<file path="src/rtl/atom_sched_pkg.sv">
// Shared types for the 2R2W atom scheduler.
package atom_sched_pkg;

  typedef enum logic [0:0] {
    INIT = 1'b0,
    RUN  = 1'b1
  } sched_state_e;

  // Tag index is sized for the largest supported requester count.
  localparam int unsigned MAXREQ = 16;
  localparam int unsigned REQIDX = $clog2(MAXREQ);

  typedef struct packed {
    logic              vld;
    logic [REQIDX-1:0] idx;
  } rd_tag_t;

endpackage

</file>
<file path="src/rtl/rr_pick2.sv">
// Round-robin picker granting up to two requesters per cycle. With ADR_MASK set, the second
// winner must carry a different address than the first.
module rr_pick2 #(
  parameter int unsigned N        = 4,
  parameter int unsigned AW       = 3,
  parameter bit          ADR_MASK = 1'b0
) (
  input  logic [N-1:0]         req,
  input  logic [N*AW-1:0]      adr,
  input  logic [$clog2(N)-1:0] ptr,
  output logic [N-1:0]         gnt,
  output logic                 vld_0,
  output logic [$clog2(N)-1:0] idx_0,
  output logic [AW-1:0]        adr_0,
  output logic                 vld_1,
  output logic [$clog2(N)-1:0] idx_1,
  output logic [AW-1:0]        adr_1,
  output logic [$clog2(N)-1:0] ptr_nxt
);

  localparam int unsigned IW = $clog2(N);

  // Scan from ptr with wrap; first hit is winner 0, next eligible hit is winner 1.
  always_comb begin
    int unsigned j;
    logic [AW-1:0] a;
    j     = 0;
    a     = '0;
    gnt   = '0;
    vld_0 = 1'b0;
    idx_0 = '0;
    adr_0 = '0;
    vld_1 = 1'b0;
    idx_1 = '0;
    adr_1 = '0;
    for (int unsigned i = 0; i < N; i++) begin
      j = 32'(ptr) + i;
      if (j >= N) j = j - N;
      a = adr[j*AW +: AW];
      if (req[j]) begin
        if (!vld_0) begin
          vld_0  = 1'b1;
          idx_0  = IW'(j);
          adr_0  = a;
          gnt[j] = 1'b1;
        end else if (!vld_1 && !(ADR_MASK && (a == adr_0))) begin
          vld_1  = 1'b1;
          idx_1  = IW'(j);
          adr_1  = a;
          gnt[j] = 1'b1;
        end
      end
    end
  end

  // Pointer moves one past the last granted index; holds when nothing is granted.
  always_comb begin
    logic [IW-1:0] last;
    last = vld_1 ? idx_1 : idx_0;
    if (!vld_0) begin
      ptr_nxt = ptr;
    end else if (32'(last) == N - 1) begin
      ptr_nxt = '0;
    end else begin
      ptr_nxt = last + IW'(1);
    end
  end

endmodule

</file>
<file path="src/rtl/atom_2r2w_sched.sv">
// Scheduler sharing a 2R2W memory atom among NUMREQ read and NUMREQ write clients. Runs the
// optional post-reset init sweep and holds all clients off until it completes.
module atom_2r2w_sched
  import atom_sched_pkg::*;
#(
  parameter int unsigned NUMREQ     = 4,
  parameter int unsigned NUMADDR    = 8,
  parameter int unsigned BITADDR    = 3,
  parameter int unsigned BITDATA    = 1,
  parameter int unsigned SRAM_DELAY = 0,
  parameter int unsigned RSTINIT    = 0,
  parameter int unsigned RSTSTRT    = 0,
  parameter int unsigned RSTINCR    = 0
) (
  input  logic                      clk,
  input  logic                      rst,
  output logic                      ready,
  input  logic [NUMREQ-1:0]         rd_req,
  input  logic [NUMREQ*BITADDR-1:0] rd_adr,
  output logic [NUMREQ-1:0]         rd_gnt,
  output logic [NUMREQ-1:0]         rd_vld,
  output logic [BITDATA-1:0]        rd_dout,
  input  logic [NUMREQ-1:0]         wr_req,
  input  logic [NUMREQ*BITADDR-1:0] wr_adr,
  input  logic [NUMREQ*BITDATA-1:0] wr_din,
  output logic [NUMREQ-1:0]         wr_gnt,
  output logic                      read_0,
  output logic [BITADDR-1:0]        rd_adr_0,
  output logic                      read_1,
  output logic [BITADDR-1:0]        rd_adr_1,
  input  logic [BITDATA-1:0]        rd_dout_0,
  input  logic [BITDATA-1:0]        rd_dout_1,
  output logic                      write_2,
  output logic [BITADDR-1:0]        wr_adr_2,
  output logic [BITDATA-1:0]        wr_din_2,
  output logic                      write_3,
  output logic [BITADDR-1:0]        wr_adr_3,
  output logic [BITDATA-1:0]        wr_din_3
);

  localparam int unsigned IW = $clog2(NUMREQ);
  localparam int unsigned CW = $clog2(NUMADDR + 1);

  sched_state_e  state_q, state_d;
  logic          sweep_q, sweep_d;
  logic [CW-1:0] cnt_q, cnt_d;
  logic [IW-1:0] rd_ptr_q, rd_ptr_d, wr_ptr_q, wr_ptr_d;
  logic          run;

  logic                rp_vld_0, rp_vld_1, wp_vld_0, wp_vld_1;
  logic [IW-1:0]       rp_idx_0, rp_idx_1, wp_idx_0, wp_idx_1;
  logic [BITADDR-1:0]  wp_adr_0, wp_adr_1;
  rd_tag_t             tag_in_0, tag_in_1, tag_out_0, tag_out_1;

  assign run   = (state_q == RUN);
  assign ready = run;

  function automatic logic [BITDATA-1:0] init_val(input int unsigned a);
    return BITDATA'(RSTSTRT + a * RSTINCR);
  endfunction

  rr_pick2 #(
    .N        (NUMREQ),
    .AW       (BITADDR),
    .ADR_MASK (1'b0)
  ) u_rd_pick (
    .req     (rd_req & {NUMREQ{run}}),
    .adr     (rd_adr),
    .ptr     (rd_ptr_q),
    .gnt     (rd_gnt),
    .vld_0   (rp_vld_0),
    .idx_0   (rp_idx_0),
    .adr_0   (rd_adr_0),
    .vld_1   (rp_vld_1),
    .idx_1   (rp_idx_1),
    .adr_1   (rd_adr_1),
    .ptr_nxt (rd_ptr_d)
  );

  rr_pick2 #(
    .N        (NUMREQ),
    .AW       (BITADDR),
    .ADR_MASK (1'b1)
  ) u_wr_pick (
    .req     (wr_req & {NUMREQ{run}}),
    .adr     (wr_adr),
    .ptr     (wr_ptr_q),
    .gnt     (wr_gnt),
    .vld_0   (wp_vld_0),
    .idx_0   (wp_idx_0),
    .adr_0   (wp_adr_0),
    .vld_1   (wp_vld_1),
    .idx_1   (wp_idx_1),
    .adr_1   (wp_adr_1),
    .ptr_nxt (wr_ptr_d)
  );

  assign read_0 = rp_vld_0;
  assign read_1 = rp_vld_1;

  // Write ports: client winners in RUN, init sweep pairs (cnt, cnt+1) in INIT.
  always_comb begin
    write_2  = wp_vld_0;
    wr_adr_2 = wp_adr_0;
    wr_din_2 = '0;
    write_3  = wp_vld_1;
    wr_adr_3 = wp_adr_1;
    wr_din_3 = '0;
    for (int unsigned k = 0; k < NUMREQ; k++) begin
      if (wp_vld_0 && (wp_idx_0 == IW'(k))) wr_din_2 = wr_din[k*BITDATA +: BITDATA];
      if (wp_vld_1 && (wp_idx_1 == IW'(k))) wr_din_3 = wr_din[k*BITDATA +: BITDATA];
    end
    if (!run && sweep_q) begin
      write_2  = 1'b1;
      wr_adr_2 = BITADDR'(cnt_q);
      wr_din_2 = init_val(32'(cnt_q));
      write_3  = (32'(cnt_q) + 1 < NUMADDR);
      wr_adr_3 = BITADDR'(32'(cnt_q) + 1);
      wr_din_3 = write_3 ? init_val(32'(cnt_q) + 1) : '0;
    end
  end

  // The first INIT cycle after release is idle; the sweep then writes two words per cycle and
  // the FSM enters RUN after the cycle carrying the last word.
  always_comb begin
    state_d = state_q;
    sweep_d = sweep_q;
    cnt_d   = cnt_q;
    if (state_q == INIT) begin
      if (RSTINIT == 0) begin
        state_d = RUN;
      end else if (!sweep_q) begin
        sweep_d = 1'b1;
      end else if (32'(cnt_q) + 2 >= NUMADDR) begin
        state_d = RUN;
        sweep_d = 1'b0;
      end else begin
        cnt_d = cnt_q + CW'(2);
      end
    end
  end

  // FSM, sweep counter and round-robin pointers.
  always_ff @(posedge clk or negedge rst) begin
    if (!rst) begin
      state_q  <= INIT;
      sweep_q  <= 1'b0;
      cnt_q    <= '0;
      rd_ptr_q <= '0;
      wr_ptr_q <= '0;
    end else begin
      state_q  <= state_d;
      sweep_q  <= sweep_d;
      cnt_q    <= cnt_d;
      rd_ptr_q <= rd_ptr_d;
      wr_ptr_q <= wr_ptr_d;
    end
  end

  assign tag_in_0 = {rp_vld_0, REQIDX'(rp_idx_0)};
  assign tag_in_1 = {rp_vld_1, REQIDX'(rp_idx_1)};

  if (SRAM_DELAY == 0) begin : g_nodly
    assign tag_out_0 = tag_in_0;
    assign tag_out_1 = tag_in_1;
  end else begin : g_dly
    rd_tag_t pipe_0_q [SRAM_DELAY];
    rd_tag_t pipe_1_q [SRAM_DELAY];

    // Tags travel alongside the atom's read latency; reset drops anything in flight.
    always_ff @(posedge clk or negedge rst) begin
      if (!rst) begin
        for (int unsigned k = 0; k < SRAM_DELAY; k++) begin
          pipe_0_q[k] <= '0;
          pipe_1_q[k] <= '0;
        end
      end else begin
        pipe_0_q[0] <= tag_in_0;
        pipe_1_q[0] <= tag_in_1;
        for (int unsigned k = 1; k < SRAM_DELAY; k++) begin
          pipe_0_q[k] <= pipe_0_q[k-1];
          pipe_1_q[k] <= pipe_1_q[k-1];
        end
      end
    end

    assign tag_out_0 = pipe_0_q[SRAM_DELAY-1];
    assign tag_out_1 = pipe_1_q[SRAM_DELAY-1];
  end

  // Return path: flag the tagged requesters and steer atom data; port 0 wins the shared bus.
  always_comb begin
    rd_vld = '0;
    for (int unsigned k = 0; k < NUMREQ; k++) begin
      if (tag_out_0.vld && (tag_out_0.idx == REQIDX'(k))) rd_vld[k] = 1'b1;
      if (tag_out_1.vld && (tag_out_1.idx == REQIDX'(k))) rd_vld[k] = 1'b1;
    end
    if (tag_out_0.vld) begin
      rd_dout = rd_dout_0;
    end else if (tag_out_1.vld) begin
      rd_dout = rd_dout_1;
    end else begin
      rd_dout = '0;
    end
  end

endmodule
</file>
<file path="config.mk">
export PLATFORM = sky130hd
export DESIGN_NAME = atom_2r2w_sched
export DESIGN_NICKNAME = d
export VERILOG_FILES = /design/src/rtl/atom_sched_pkg.sv /design/src/rtl/rr_pick2.sv /design/src/rtl/atom_2r2w_sched.sv
export SDC_FILE = /design/constraint.sdc
export NUM_CORES = 1
export LEC_CHECK = 0
export ABC_AREA = 1
export BUFFER_PORTS_ARGS = -buffer_cell sky130_fd_sc_hd__buf_2
export CORE_MARGIN = 10
export CORE_UTILIZATION = 63
export DETAILED_ROUTE_END_ITERATION = 8
export HOLD_SLACK_MARGIN = 0.15
export PLACE_DENSITY = 0.95
export SYNTH_ARGS = -nofsm -noshare
export SYNTH_HDL_FRONTEND = slang
export SYNTH_SLANG_ARGS = --single-unit
</file>
<file path="constraint.sdc">
create_clock -name clk -period 6.91 [get_ports clk]
set_clock_uncertainty 0.15 [all_clocks]
set_input_delay 0.3455 -clock clk [delete_from_list [all_inputs] [get_ports clk]]
set_output_delay 0.3455 -clock clk [all_outputs]
set_load 0.05 [all_outputs]
</file>
; Yosys cells after proc, flatten, opt, wreduce, memory -nomap -nowiden
; Cells that the tools add are included.
[totals]
ff_bits = 5
inputBits = 40
wordCells = 283
[classes]
add_sub_neg = 16
n_mul = 8
magnitude_cmp = 24
eq_ne = 17
shift = 8
muxes = 165
n_bitwise = 8
n_reduce_logical = 34
[ops]
columns = operator, count
row1 = $shiftx 12x33->3, 8
row2 = $ge 32x1->1 const B, 8
row3 = $lt 32x3->1 const B, 8
row4 = $mul 32x2->32 const B, 8
row5 = $mux 32, 8
row6 = $ge 32x3->1 const B, 6
row7 = $sub 32x3->32 const B, 6
row8 = $mux 3, 31
row9 = $mux 4, 18
row10 = $mux 2, 35
row11 = $mux 1, 57
row12 = $logic_and 1x1->1, 26
row13 = $or 4x4->4, 6
row14 = $eq 2x2->1 const B, 10
row15 = $bmux 1 s2, 8
row16 = $demux 1 s2, 8
row17 = $add 2x2->3 const B, 4
row18 = $eq 3x3->1, 3
row19 = $and 4x4->4, 2
row20 = $eq 2x1->1 const B, 4
row21 = $logic_not 4->1, 2
row22 = $sub 2x3->4 const B, 2
row23 = $add 2x1->3 const B, 2
row24 = $ge 2x3->1 const B, 2
row25 = 3 further kinds, 8

; Logic depth before layout (Yosys ltp)
; Gate-level depths: netlist of the first run.
[depth]
word_depth = 25
mapped_depth = 29
mapped_depth_nobuf = 27

; Hierarchy
; Synthesis of the first run repeated with hierarchy kept, for this count alone.
[hier_totals]
cells_unflattened = 839
area_unflattened_um2 = 4376.7
[modules_own_cells]
columns = module, instances, cells_each, area_per_inst_um2, seq_area_each_um2
row1 = rr_pick2 (u_wr_pick), 1, 423, 2170.8, 0.0
row2 = rr_pick2 (u_rd_pick), 1, 355, 1855.5, 0.0
row3 = atom_2r2w_sched, 1, 61, 350.3, 125.1

; Least setup slack after synthesis of the first run
; OpenSTA, ideal clock, no wires.
[synth_timing]
path_type = register to output
startpoint = register rd_ptr_q[0]
endpoint = output port rd_vld[0]
arrival_ps = 4073
path_slack_ps = 2341
path_stages_with_launch = 16
n_path_buf = 3
cell_sequence = dfrtp_1 inv_2 buf_2 buf_1 ha_1 buf_2 clkinv_1 nor2_1 nor2_2 inv_2 nor2_4 nand2_1 inv_1 o21ai_1 nand2_1 o22ai_1
[synth_lines]
columns = item, line_no
row1 = from (decl), atom_2r2w_sched.sv:47  ; logic [IW-1:0] rd_ptr_q, rd_ptr_d, wr_ptr_q, wr_ptr_d;
row2 = from (signal assigned), atom_2r2w_sched.sv:155  ; rd_ptr_q <= rd_ptr_d;
row3 = "parallel branches: the longest is 10 deep, another holds $sub 32x3->32", -
row4 = $mux 1 (*), rr_pick2.sv:40  ; if (req[j]) begin
row5 = named net read_1, atom_2r2w_sched.sv:29  ; output logic read_1,
row6 = $logic_and 1x1->1 (*), atom_2r2w_sched.sv:196  ; if (tag_out_1.vld && (tag_out_1.idx == REQIDX'(k))) rd_vld[k] = 1'b1;
row7 = $mux 1 (*), atom_2r2w_sched.sv:196
row8 = to (decl), atom_2r2w_sched.sv:21  ; output logic [NUMREQ-1:0] rd_vld,
; Mark *: on every way through the listed nets, which the timed path passes. The select of a mux whose other input is x is not followed.

; Final worst setup path of the first run
[layout_timing]
startpoint = register rd_ptr_q[0]
endpoint = output port rd_adr_0[1]
[layout_between]
elab_chain_cells = 11
[layout_lines]
columns = item, line_no
row1 = "$add 2x1->3, or another cell as far along", rr_pick2.sv:37  ; j = 32'(ptr) + i;
row2 = "$sub 32x3->32, or another cell as far along", rr_pick2.sv:38  ; if (j >= N) j = j - N;
row3 = "$mux 32, or another cell as far along", rr_pick2.sv:38
row4 = "$mul 32x2->32, or another cell as far along", rr_pick2.sv:39  ; a = adr[j*AW +: AW];
row5 = "$shiftx 12x33->3, or another cell as far along", rr_pick2.sv:39
row6 = $mux 3, rr_pick2.sv:41  ; if (!vld_0) begin
row7 = $mux 3, rr_pick2.sv:40
row8 = $mux 3, rr_pick2.sv:41
row9 = $mux 3, rr_pick2.sv:40
row10 = $mux 3, rr_pick2.sv:41
row11 = $mux 3 (*), rr_pick2.sv:40
row12 = to (decl), atom_2r2w_sched.sv:28  ; output logic [BITADDR-1:0] rd_adr_0,
; Mark *: on every way between the ends. The rest lies on a longest branch, timed or not. The select of a mux whose other input is x is not followed.

==> run summary, run 1 <==
The data required time at the worst endpoint is 6.41 ns. The placer's final routability congestion estimate came out at 1.018. The detail-routed net length per standard cell is 14.34 µm. The number of cells produced by synthesis came out at 773. The register bit total from synthesis came out at 5. The violation count after the first detailed-routing iteration is 525. The maximum clock frequency came out at 176.3 MHz.

Yosys mapped the design onto 49 distinct sky130hd cell types. The floorplan step defined a die boundary enclosing 9759 µm². The via count of the first global-routing pass came out at 4,986.

The final count of hold timing violations is 0. The count of cells along the worst register-to-register path came out at 16. The area added between synthesis and finish came out at 9.181%.

The detail route stage leaves a number of antenna-violating nets equal to 0. Setup repair after global routing left no endpoint under its margin. The row count is 28. The TritonCTS clock tree is done. From bottom edge to top edge, the die measures 98.79 µm. The synthesized netlist net count is between 800 and 900. The count of port buffers added during placement came out at 70. The number of clock sinks is 5. The final critical path takes up about 80% of the cycle. The overall routing resource usage is between 20% and 30%. In this run the worst hold path is classified as primary input to async pin. The pre-CTS worst setup slack is 1.675 ns. The first-pass GRT wire length is between 20 and 25 mm.

After detailed routing, the number of vias per cell comes to 6.042. The worst max-slew margin expressed relative to the limit is 31.21%. The capturing element type of the critical path is an output pin. The mean area per synthesized cell came out at 5.060 µm².

The predominant post-synthesis flop cell is sky130_fd_sc_hd__dfrtp_1. The setup path with the least slack is of type register to output pin. The worst hold margin is 0.3325 ns.

The final number of setup-violating endpoints came out at 0. The number of antenna diodes came out at 0. In this run the worst path has a maximum fanout of 34. The share of flip-flops with an asynchronous set or reset is 100.0%. The sequential area share after synthesis is about 3.2%.

The clock latency of the later-clocked register in the worst-skew pair came out at 0.22 ns. The number of CTS-inserted buffers is 3. The tree is rooted in a sky130_fd_sc_hd__clkbuf_8. The vias after detailed routing came out at around 5,400. The initial antenna violation count was 0. The die width is 98.79 µm. After routing, the total negative slack on setup checks comes to 0 ns. In the layout the commonest cells are sky130_fd_sc_hd__nand2_1 (251), sky130_fd_sc_hd__inv_1 (107), sky130_fd_sc_hd__nand3_1 (94). The largest net degree at the start of global routing came out at 37. The final global-route overflow total came out at 0. The worst setup path is launched from a register. The layout has roughly 550 filler cells. The slowest stage of the critical path is the sky130_fd_sc_hd__dfrtp_1 cell.

Yosys mapped a number of flops with a built-in enable equal to 0. The starting density of the core came out at between 60% and 70%. The number of max-slew violations in the final report was 0. Clock-pin slew was measured on the worst setup and hold paths at 0.04 ns.

On the worst path, the slowest cell contributes a delay of 1.01 ns. Once routing completed, OpenROAD measured the worst setup slack at 1.239 ns. The mapped netlist covers 3911 µm². The total number of H-tree levels is 1. The worst path needs roughly 5.7 ns of the cycle, external delays included. The data arrival time of the worst path is 5.18 ns.

The number of iterations in the first detailed-routing pass came out at 5. Walking the worst path, the cells encountered are inv_2 > ha_1 > clkinv_1 > nor2_1 > inv_1 > nand2_1 > inv_1 > o211ai_1 > o311ai_0 > a31oi_1 > nor2_1 > a211oi_1 > a22oi_1 > buf_2. The maximum root-to-sink buffer count came out at 2. The run finished with clean final reports. For this design the top-level I/O count stands at between 70 and 80. For flop-to-flop paths, the worst setup slack is about 1.9 ns. The fraction of layout cells with a size suffix above 1 came out at 15.55%. Summed over all layers, the routed wires come to 12.87 mm. The pin slew with the least headroom to its limit came out at 1.032 ns. The DRC violations left came out at 0. The core area came out at 5991 µm². The net count of the finished layout is 883.

The yosys synthesis warning count came out at 0. The max capacitance violation total is 0. The detailed-placement wirelength estimate is 10.12 mm. The commonest non-fill, non-tap cell in the layout is sky130_fd_sc_hd__nand2_1.
[routing by layer]
metal	part of all wire [%]	track usage (%)	vias up
met4	2.4	7.166	0
li1	-	-	2663
met2	49	44.59	336
met1	38	29.65	2374
met5	0	0	-
met3	10	3.212	53
[final timing paths]
path | startpoint | to
max in group asynchronous | rst | wr_ptr_q[0]
setup reg to reg | rd_ptr_q[0] | rd_ptr_q[1]
min in group clk | rd_ptr_q[1] | rd_ptr_q[1]
hold / removal | rst | rd_ptr_q[0]
setup / recovery | rd_ptr_q[0] | rd_adr_0[1]
hold reg to reg | rd_ptr_q[1] | rd_ptr_q[1]
[area by class of cell]
cell class	count	area, µm²	area share [%]
inverter	123	464.2	10.87
clock buffer	4	45.04	1.055
timing repair buffer	73	375.4	8.790
multi-input combinational	618	3167	74.16
tap	75	93.84	2.197
sequential	5	125.1	2.930
[cells in the mapped netlist (2+ instances only)]
library cell                number  area share, %
sky130_fd_sc_hd__a22oi_1         2           0.38
sky130_fd_sc_hd__nand2_1       251             24
sky130_fd_sc_hd__a211oi_1        2           0.38
sky130_fd_sc_hd__o31ai_1         8            1.5
sky130_fd_sc_hd__nand3_1        94             12
sky130_fd_sc_hd__a21oi_1        26            3.3
sky130_fd_sc_hd__o32ai_1         5            1.1
sky130_fd_sc_hd__clkbuf_1       10           0.96
sky130_fd_sc_hd__nand4_1         5           0.80
sky130_fd_sc_hd__clkinv_1        2           0.19
sky130_fd_sc_hd__o21ai_0        44            5.6
sky130_fd_sc_hd__ha_1           19            6.1
sky130_fd_sc_hd__o221ai_1        4           0.90
sky130_fd_sc_hd__buf_4           2           0.38
sky130_fd_sc_hd__nor2_1         53            5.1
sky130_fd_sc_hd__or2_2           7            1.1
sky130_fd_sc_hd__a32oi_1         4           0.90
sky130_fd_sc_hd__buf_1           3           0.29
sky130_fd_sc_hd__o2111ai_1       3           0.67
sky130_fd_sc_hd__o211ai_1       11            2.1
sky130_fd_sc_hd__buf_6           5            1.4
sky130_fd_sc_hd__nand2_2        13            2.1
sky130_fd_sc_hd__o21bai_1        2           0.38
sky130_fd_sc_hd__o21ai_1        10            1.3
sky130_fd_sc_hd__nor3_1          4           0.51
sky130_fd_sc_hd__inv_1         107             10
sky130_fd_sc_hd__nand3_2         5            1.3
sky130_fd_sc_hd__o21a_1          2           0.38
sky130_fd_sc_hd__dfrtp_1         5            3.2
sky130_fd_sc_hd__o21ai_2         4           0.90
sky130_fd_sc_hd__a32o_1          2           0.51
sky130_fd_sc_hd__inv_2          13            1.2
sky130_fd_sc_hd__nor2_4          4            1.2
sky130_fd_sc_hd__nor2_2          3           0.48
sky130_fd_sc_hd__nor4_1          3           0.48
sky130_fd_sc_hd__o22ai_1        10            1.6
sky130_fd_sc_hd__a31oi_1         6           0.96
sky130_fd_sc_hd__buf_2           7           0.90
sky130_fd_sc_hd__o311ai_0        2           0.45
sky130_fd_sc_hd__nand2_4         2           0.58
[kinds of logic (layout without fill, tap and decap cells)]
logic type / count (synthesis) / in the layout / synth area share [%]
xor gates and xnor gates: 1 / 1 / 0.2240
and+or+nand+nor: 445 / 445 / 49.87
other: 1 / 1 / 0.09588
AOI/OAI and AO/OA: 152 / 152 / 24.70
adders and majority gates: 19 / 19 / 6.078
buffers and inverters: 150 / 200 / 15.84
DFF: 5 / 5 / 3.199
[state kept, by name, summed over array words and instances, names as in the netlist]
signal and cells:
rd_ptr_q 2, ready 1, wr_ptr_q 2
[stage by stage]
stage               cells  area [µm²]  util (%)
finish                898        4270     71.28
global route          898        4270     71.28
CTS                   898        4270     71.28
detailed placement    893        4215     70.36
global placement      893        4215     70.36
floorplan             773        3911         -
[worst max-delay path: cells and delay by family (launching register included)]
kind | cells | cell delay, ns
adders and majority gates | 1 | 0.78
buffers and inverters | 5 | 1.56
DFF | 1 | 1.01
and+or+nand+nor | 3 | 0.63
AOI/OAI and AO/OA | 5 | 0.94
[what timing repair did]
| action | CTS | global route |
|---|---|---|
| setup buffers | 0 | 0 |
| hold buffers | 1 | 0 |
| endpoints found under the hold margin | 5 | 0 |
| gates resized for setup | 0 | 0 |
Power of run 1 is left out: the tool's default activity adds up to more than one toggle a clock period on the data nets, which glitch-free logic cannot reach.
==> inputs of run 2 (changes only) <==
--- a/config.mk
+++ b/config.mk
@@ -8,10 +8,10 @@
 export ABC_AREA = 1
 export BUFFER_PORTS_ARGS = -buffer_cell sky130_fd_sc_hd__buf_2
 export CORE_MARGIN = 10
-export CORE_UTILIZATION = 63
+export CORE_UTILIZATION = 53
 export DETAILED_ROUTE_END_ITERATION = 8
 export HOLD_SLACK_MARGIN = 0.15
-export PLACE_DENSITY = 0.95
+export PLACE_DENSITY = 0.88
 export SYNTH_ARGS = -nofsm -noshare
 export SYNTH_HDL_FRONTEND = slang
 export SYNTH_SLANG_ARGS = --single-unit
==> constraint.sdc (replaced) <==
create_clock -name clk -period 5.1 [get_ports clk]
set_clock_uncertainty 0.15 [all_clocks]
set_input_delay 0.255 -clock clk [delete_from_list [all_inputs] [get_ports clk]]
set_output_delay 0.255 -clock clk [all_outputs]
set_load 0.05 [all_outputs]
==> run 2 against run 1 <==
  * Non-clock buffer count rose by 3
  * Sequential share of layout area hardly changed
  * Design area increased by 1.2%
  * Clock-buffer cell count is the same
  * Die area rose by 15%
  * Worst setup slack got worse by 0.67 ns
  * Critical path type unchanged
==> run summary, run 2 (synthesis results as in run 1) <==
The flow ran to the end, and the final reports show no timing, DRC or antenna violations. The worst setup path is captured at an output pin. The count of port buffers added during placement is 70. The final number of setup-violating endpoints is 0.

The placer's final routability congestion estimate is 0.9896. For flop-to-flop paths, the worst setup slack is between 1 and 1.5 ns. The hold buffer count at CTS is 1.

The maximum net fanout on the critical path is 18. The initial antenna violation count was 0. Once the floorplan was initialized, standard cells occupied a little over half of the core. The number of max-slew violations in the final report is 0. The critical path launch point is rd_ptr_q[1].

The full die area is 11,220 µm². The worst setup path is launched from a register. Summed over all layers, the routed wires come to between 10 and 15 mm.

Wire segments on met2 add up to 5.715 mm in the final route. The total overflow left after global routing is 0. The number of antenna diodes is 0. For this design, the sink count on the clock tree is 5. TritonCTS built the clock tree. The y dimension of the die is 105.9 µm. STA puts the critical path data arrival time at 4.13 ns. The detail-routed net length per standard cell came out at roughly 13 µm. The first-pass GRT wire length came out at 20.56 mm. In this run, CTS created clock tree buffers numbering 3. The ratio of final minimum period to clock period came out at 88.84%.

The destination of the critical timing path is rd_adr_1[0]. The via density per instance came out at 5.711. The number of nets at the end of the flow is 886. Clock latency on the worst-skew pair, taken at its later pin, is roughly 0.23 ns. The data required time at the worst endpoint is 4.70 ns. The row count is 31. In this run the remaining antenna-violating nets after routing total 0. The worst max-slew margin expressed relative to the limit is around three fifths. The fraction of layout cells with a size suffix above 1 is 15.86%. The via count of the first global-routing pass is 4,641. The worst hold margin came out at 0.2242 ns. The core region is 7214 µm². The first TritonRoute pass finished after 5 iterations. The die width came out at 105.9 µm. The critical setup path kind is register to output pin.

The detailed-routing wirelength on met1 came out at 4.944 mm. The final count of hold timing violations came out at 0. Based on the critical path, the design can be clocked at up to about 220 MHz. The vias after detailed routing came out at 5,283. In this run the number of H-tree levels came out at 1. After legalization and detailed placement, the total HPWL measured 9.521 mm.

The final critical path time including I/O delays and setup came out at between 4 and 5 ns. The clock root buffer is sky130_fd_sc_hd__clkbuf_8. The overall routing resource usage came out at approximately a fifth.

The worst register-to-register path begins at wr_ptr_q[1]. The violation count after the first detailed-routing iteration is around 520. The post-CTS setup buffer count is 0.

The count of cells along the worst register-to-register path is 26. The largest net degree at the start of global routing came out at 36. The number of top-level pins came out at between 70 and 80. The max capacitance violation total is 0. The clock input transition at the sequential cells of the worst setup and hold paths is roughly 0.040 ns.

The top cell types in the final layout, fill and taps aside, are sky130_fd_sc_hd__nand2_1 (251), sky130_fd_sc_hd__inv_1 (107), sky130_fd_sc_hd__nand3_1 (94). At the pin with the least slew margin, the transition time is between 0.5 and 0.6 ns. The area added between synthesis and finish came out at 10.52%. Leaving out fill and tap cells, the most frequent cell in the layout is sky130_fd_sc_hd__nand2_1.

The min-delay analysis places its worst path in the category primary input to async pin. In this run, post-CTS repair resized a total of 0 instances. Setup repair after global routing left no endpoint under its margin. The wire length on met3 came out at 1.308 mm. The maximum root-to-sink buffer count came out at 2. The capturing point of the worst reg2reg path is wr_ptr_q[1]. In the routed design, unresolved DRC markers number 0.

After routing, the total negative slack on setup checks comes to 0 ns. The detailed router used layers up to and including met4.
-- run 2: per-stage QoR --
step	cell area [µm²]	std cells	worst slack, ns	util, %
2_1_floorplan	3911	773	0.6219	-
3_3_place_gp	4268	920	0.9882	59.16
3_5_place_dp	4268	920	0.9358	59.16
4_1_cts	4323	925	0.6770	59.92
5_1_grt	4323	925	0.2449	59.92
6_report	4323	925	0.5692	59.92
-- run 2: worst max-delay path, cell delays in order (launching register included) --
cell and delay, ns:
sky130_fd_sc_hd__dfrtp_1 0.56, sky130_fd_sc_hd__inv_1 0.20, sky130_fd_sc_hd__ha_1 0.68, sky130_fd_sc_hd__clkinv_1 0.19, sky130_fd_sc_hd__buf_4 0.23, sky130_fd_sc_hd__nor2_1 0.17, sky130_fd_sc_hd__inv_1 0.06, sky130_fd_sc_hd__nand2_1 0.26
sky130_fd_sc_hd__inv_1 0.29, sky130_fd_sc_hd__or2_2 0.36, sky130_fd_sc_hd__nand3_1 0.07, sky130_fd_sc_hd__a21oi_1 0.11, sky130_fd_sc_hd__o21ai_0 0.20, sky130_fd_sc_hd__o2111ai_1 0.13, sky130_fd_sc_hd__o21ai_0 0.09, sky130_fd_sc_hd__buf_2 0.28
-- run 2: cell type report --
type                    instances  area (µm²)
inverters                     123       464.2
well taps                      99       123.9
flip-flops and latches          5       125.1
multi-input cells             618        3167
fillers                       756        2892
clock buffers                   4       45.04
repair buffers                 76       397.9
-- run 2: worst min path at each step --
| stage | to | depth (start not counted) | slack, ns | startpoint |
|---|---|---|---|---|
| 2_1_floorplan | rd_ptr_q[0] | 0 | -0.19 | rst |
| 3_3_place_gp | ready | 1 | -0.08 | rst |
| 3_5_place_dp | wr_ptr_q[1] | 1 | -0.08 | rst |
| 4_1_cts | wr_ptr_q[1] | 2 | 0.23 | rst |
| 5_1_grt | wr_ptr_q[1] | 2 | 0.24 | rst |
| 6_report | rd_ptr_q[0] | 2 | 0.22 | rst |
-- run 2: per-layer routing --
| layer | up-vias | GRT usage, % |
|---|---|---|
| met5 | - | 0 |
| met4 | 0 | 6.576 |
| met3 | 42 | 2.536 |
| met2 | 317 | 35.56 |
| met1 | 2265 | 25.43 |
| li1 | 2659 | - |
Power of run 2 is left out for the same reason.
==> inputs of run 3 (changes only) <==
--- a/config.mk
+++ b/config.mk
@@ -7,6 +7,7 @@
 export LEC_CHECK = 0
 export ABC_AREA = 1
 export BUFFER_PORTS_ARGS = -buffer_cell sky130_fd_sc_hd__buf_2
+export CORE_ASPECT_RATIO = 1.75
 export CORE_MARGIN = 10
 export CORE_UTILIZATION = 53
 export DETAILED_ROUTE_END_ITERATION = 8
==> run 3 against run 2 <==
  * Hold slack improved by 0.024 ns
  * Non-clock buffer count did not move
  * Core utilization up 0.52 points
  * Sequential share of layout area barely moved
  * Highest routed layer unchanged
  * Via count grew 4.9%
  * Design area grew 0.41%
  * Maximum frequency decreased by 3.4%
  * Register-to-register slack got worse by 0.20 ns
  * Routed wire length up 18%
==> run summary, run 3 (synthesis results as in run 1) <==
The run finished with clean final reports. The startpoint of the most critical register-to-register path is wr_ptr_q[1]. Setup repair after global routing left no endpoint under its margin.

The full die area is between 10,000 and 15,000 µm². The number of iterations in the first detailed-routing pass is 6. The signal on the critical path passes through inv_1 > ha_1 > buf_4 > nand2_1 > nand2_2 > nand2_1 > nand3_1 > nand3_1 > nand2_1 > nand2_1 > nand2_1 > nand2_1 > nand2_1 > nand2_1 > inv_1 > nand3_2 > nand2_1 > nand2_2 > nand2_4 > a21oi_1 > o31ai_1 > buf_2. The via count of the first global-routing pass was 5,246. The ratio of final minimum period to clock period is 91.93%. Together, buffers and inverters on the worst path number 4.

The die width is 84.94 µm. The number of max-slew violations in the final report came to 0. The cell that appears most often on the critical path is sky130_fd_sc_hd__nand2_1.

The top cell family by delay on the critical path is simple AND/OR/NAND/NOR gates. In the layout the commonest cells are sky130_fd_sc_hd__nand2_1 (251), sky130_fd_sc_hd__inv_1 (107), sky130_fd_sc_hd__nand3_1 (94). The pin slew with the least headroom to its limit is ~0.72 ns.

In the routed layout, each cell is associated on average with a via count of around 6.1. The final critical path time including I/O delays and setup is 4.688 ns. The largest net degree at the start of global routing came out at 36. The number of top-level pins is 72. The post-CTS setup buffer count came out at 0. 0 antenna diodes ended up in the layout. The critical path launch point is wr_ptr_q[1]. The first-pass GRT wire length is roughly 23 mm.

In this run the clock root is driven by a sky130_fd_sc_hd__clkbuf_16. The final wirelength is 14.41 mm. The setup slack on the worst flop-to-flop path came out at 1.00 ns. The detailed-placement wirelength estimate came out at roughly 11 mm.

The number of clock sinks is 5. The number of CTS-inserted buffers came out at 3. STA classifies the critical path endpoint as an output pin.

TritonCTS built the clock tree. The setup TNS came out at 0 ns. The violation count after the first detailed-routing iteration came out at 477.

The worst hold path belongs to the class primary input to async pin. The maximum net fanout on the critical path is 17. The data required time at the worst endpoint is 4.70 ns. The final global-route overflow total came out at 0. For this design, the slowest cell found on the critical path is sky130_fd_sc_hd__dfrtp_1. The critical path is of the register to output pin type.

The final count of hold timing violations came out at 0. The number of nets with antenna violations after routing came out at 0. For this run, the total global-route usage over all layers was measured as 23.77%. For the worst-skew pair, the clock arrives at the later sink with an insertion delay of roughly 0.23 ns. For this configuration, the core starts out at a cell density of between 50% and 60%. The row count is between 40 and 50. Clock-pin slew was measured on the worst setup and hold paths at around 0.03 ns. In this run the number of H-tree levels came out at 1. The destination of the critical timing path is wr_gnt[2]. The maximum root-to-sink buffer count came out at 2. STA classifies the critical path startpoint as a register. Counting cells, the worst reg-to-reg path comes to 26. The y dimension of the die came out at 133.6 µm. The core area came out at 7182 µm². At the worst endpoint, the arrival time is 4.28 ns. In this run the critical register-to-register path is captured at wr_ptr_q[1].

The worst max-slew margin expressed relative to the limit is 51.43%. The max capacitance violation total is 0. Static timing analysis puts the maximum clock frequency at 213.3 MHz.

The final number of setup-violating endpoints is 0. Input and output buffers added on the ports amount to 70. The worst stage delay on the critical path is 0.62 ns. In the final routed layout, each cell accounts on average for 15.80 µm. The routed layout has 5,544 vias. The placer's final routability congestion estimate came out at 1.021. The DRC violations left came out at 0. The initial antenna violation count came out at 0. The number of nets at the end of the flow is approximately 890. The critical path runs through a total of 22 cells. The commonest non-fill, non-tap cell in the layout is sky130_fd_sc_hd__nand2_1. The fraction of layout cells with a size suffix above 1 is between 15 and 20%.

The area added between synthesis and finish came out at 10.97%.
==> run 3: final cells by class <==
cell class              instances  area [µm²]
multi-input cells             618        3167
fillers                       742        2841
inverters                     123       464.2
repair buffers                 76       397.9
flip-flops and latches          5       125.1
well taps                      86       107.6
clock buffers                   4       78.83
==> run 3: how the worst min path moves through the flow <==
| stage | endpoint | cells past startpoint |
|---|---|---|
| global placement | ready | 1 |
| CTS | ready | 2 |
| floorplan | rd_ptr_q[0] | 0 |
| detailed placement | ready | 1 |
| global route | wr_ptr_q[0] | 2 |
| finish | ready | 2 |
==> run 3: layer usage <==
| metal | global-route usage [%] | wire [µm] | vias up |
|---|---|---|---|
| met4 | 14.71 | 1019 | 0 |
| met5 | 0 | 0 | - |
| met2 | 45.40 | 7492 | 348 |
| met1 | 22.11 | 4713 | 2424 |
| met3 | 4.151 | 1182 | 109 |
| li1 | - | - | 2663 |
==> run 3: worst register-to-register path: stages (launching register included) <==
cell	delay, ns
sky130_fd_sc_hd__dfrtp_1	0.62
sky130_fd_sc_hd__inv_1	0.22
sky130_fd_sc_hd__ha_1	0.41
sky130_fd_sc_hd__inv_2	0.30
sky130_fd_sc_hd__nand2_1	0.14
sky130_fd_sc_hd__nand2_2	0.24
sky130_fd_sc_hd__nand2_1	0.14
sky130_fd_sc_hd__nand3_1	0.09
sky130_fd_sc_hd__nand2_1	0.06
sky130_fd_sc_hd__nand2_1	0.08
sky130_fd_sc_hd__nand2_1	0.06
sky130_fd_sc_hd__a21oi_1	0.39
sky130_fd_sc_hd__inv_1	0.09
sky130_fd_sc_hd__nand3_1	0.10
sky130_fd_sc_hd__nand2_1	0.06
sky130_fd_sc_hd__inv_1	0.06
sky130_fd_sc_hd__nand3_2	0.08
sky130_fd_sc_hd__nand2_2	0.09
sky130_fd_sc_hd__inv_2	0.05
sky130_fd_sc_hd__nand2_4	0.08
sky130_fd_sc_hd__nand2_1	0.06
sky130_fd_sc_hd__nand2_2	0.08
sky130_fd_sc_hd__nand2_2	0.08
sky130_fd_sc_hd__nand2_1	0.09
sky130_fd_sc_hd__nand2_1	0.06
sky130_fd_sc_hd__nand3_1	0.06
sky130_fd_sc_hd__nand2_1	0.05
==> run 3: what timing repair did <==
action,in CTS,in global routing
hold buffers,1,0
gates resized for setup,0,0
hold endpoints to repair,5,0
==> run 3: metrics by stage <==
stage / cells / setup slack, ns / utilization, % / instance area [µm²] / hold slack, ns
6_report: 912 / 0.4118 / 60.44 / 4340 / 0.2477
5_1_grt: 912 / 0.06798 / 60.44 / 4340 / 0.2501
4_1_cts: 912 / 0.5829 / 60.44 / 4340 / 0.2327
3_5_place_dp: 907 / 0.8361 / 59.20 / 4252 / -0.06861
3_3_place_gp: 907 / 0.8897 / 59.20 / 4252 / -0.06907
2_1_floorplan: 773 / 0.6219 / - / 3911 / -0.1906
Power of run 3 is left out for the same reason.
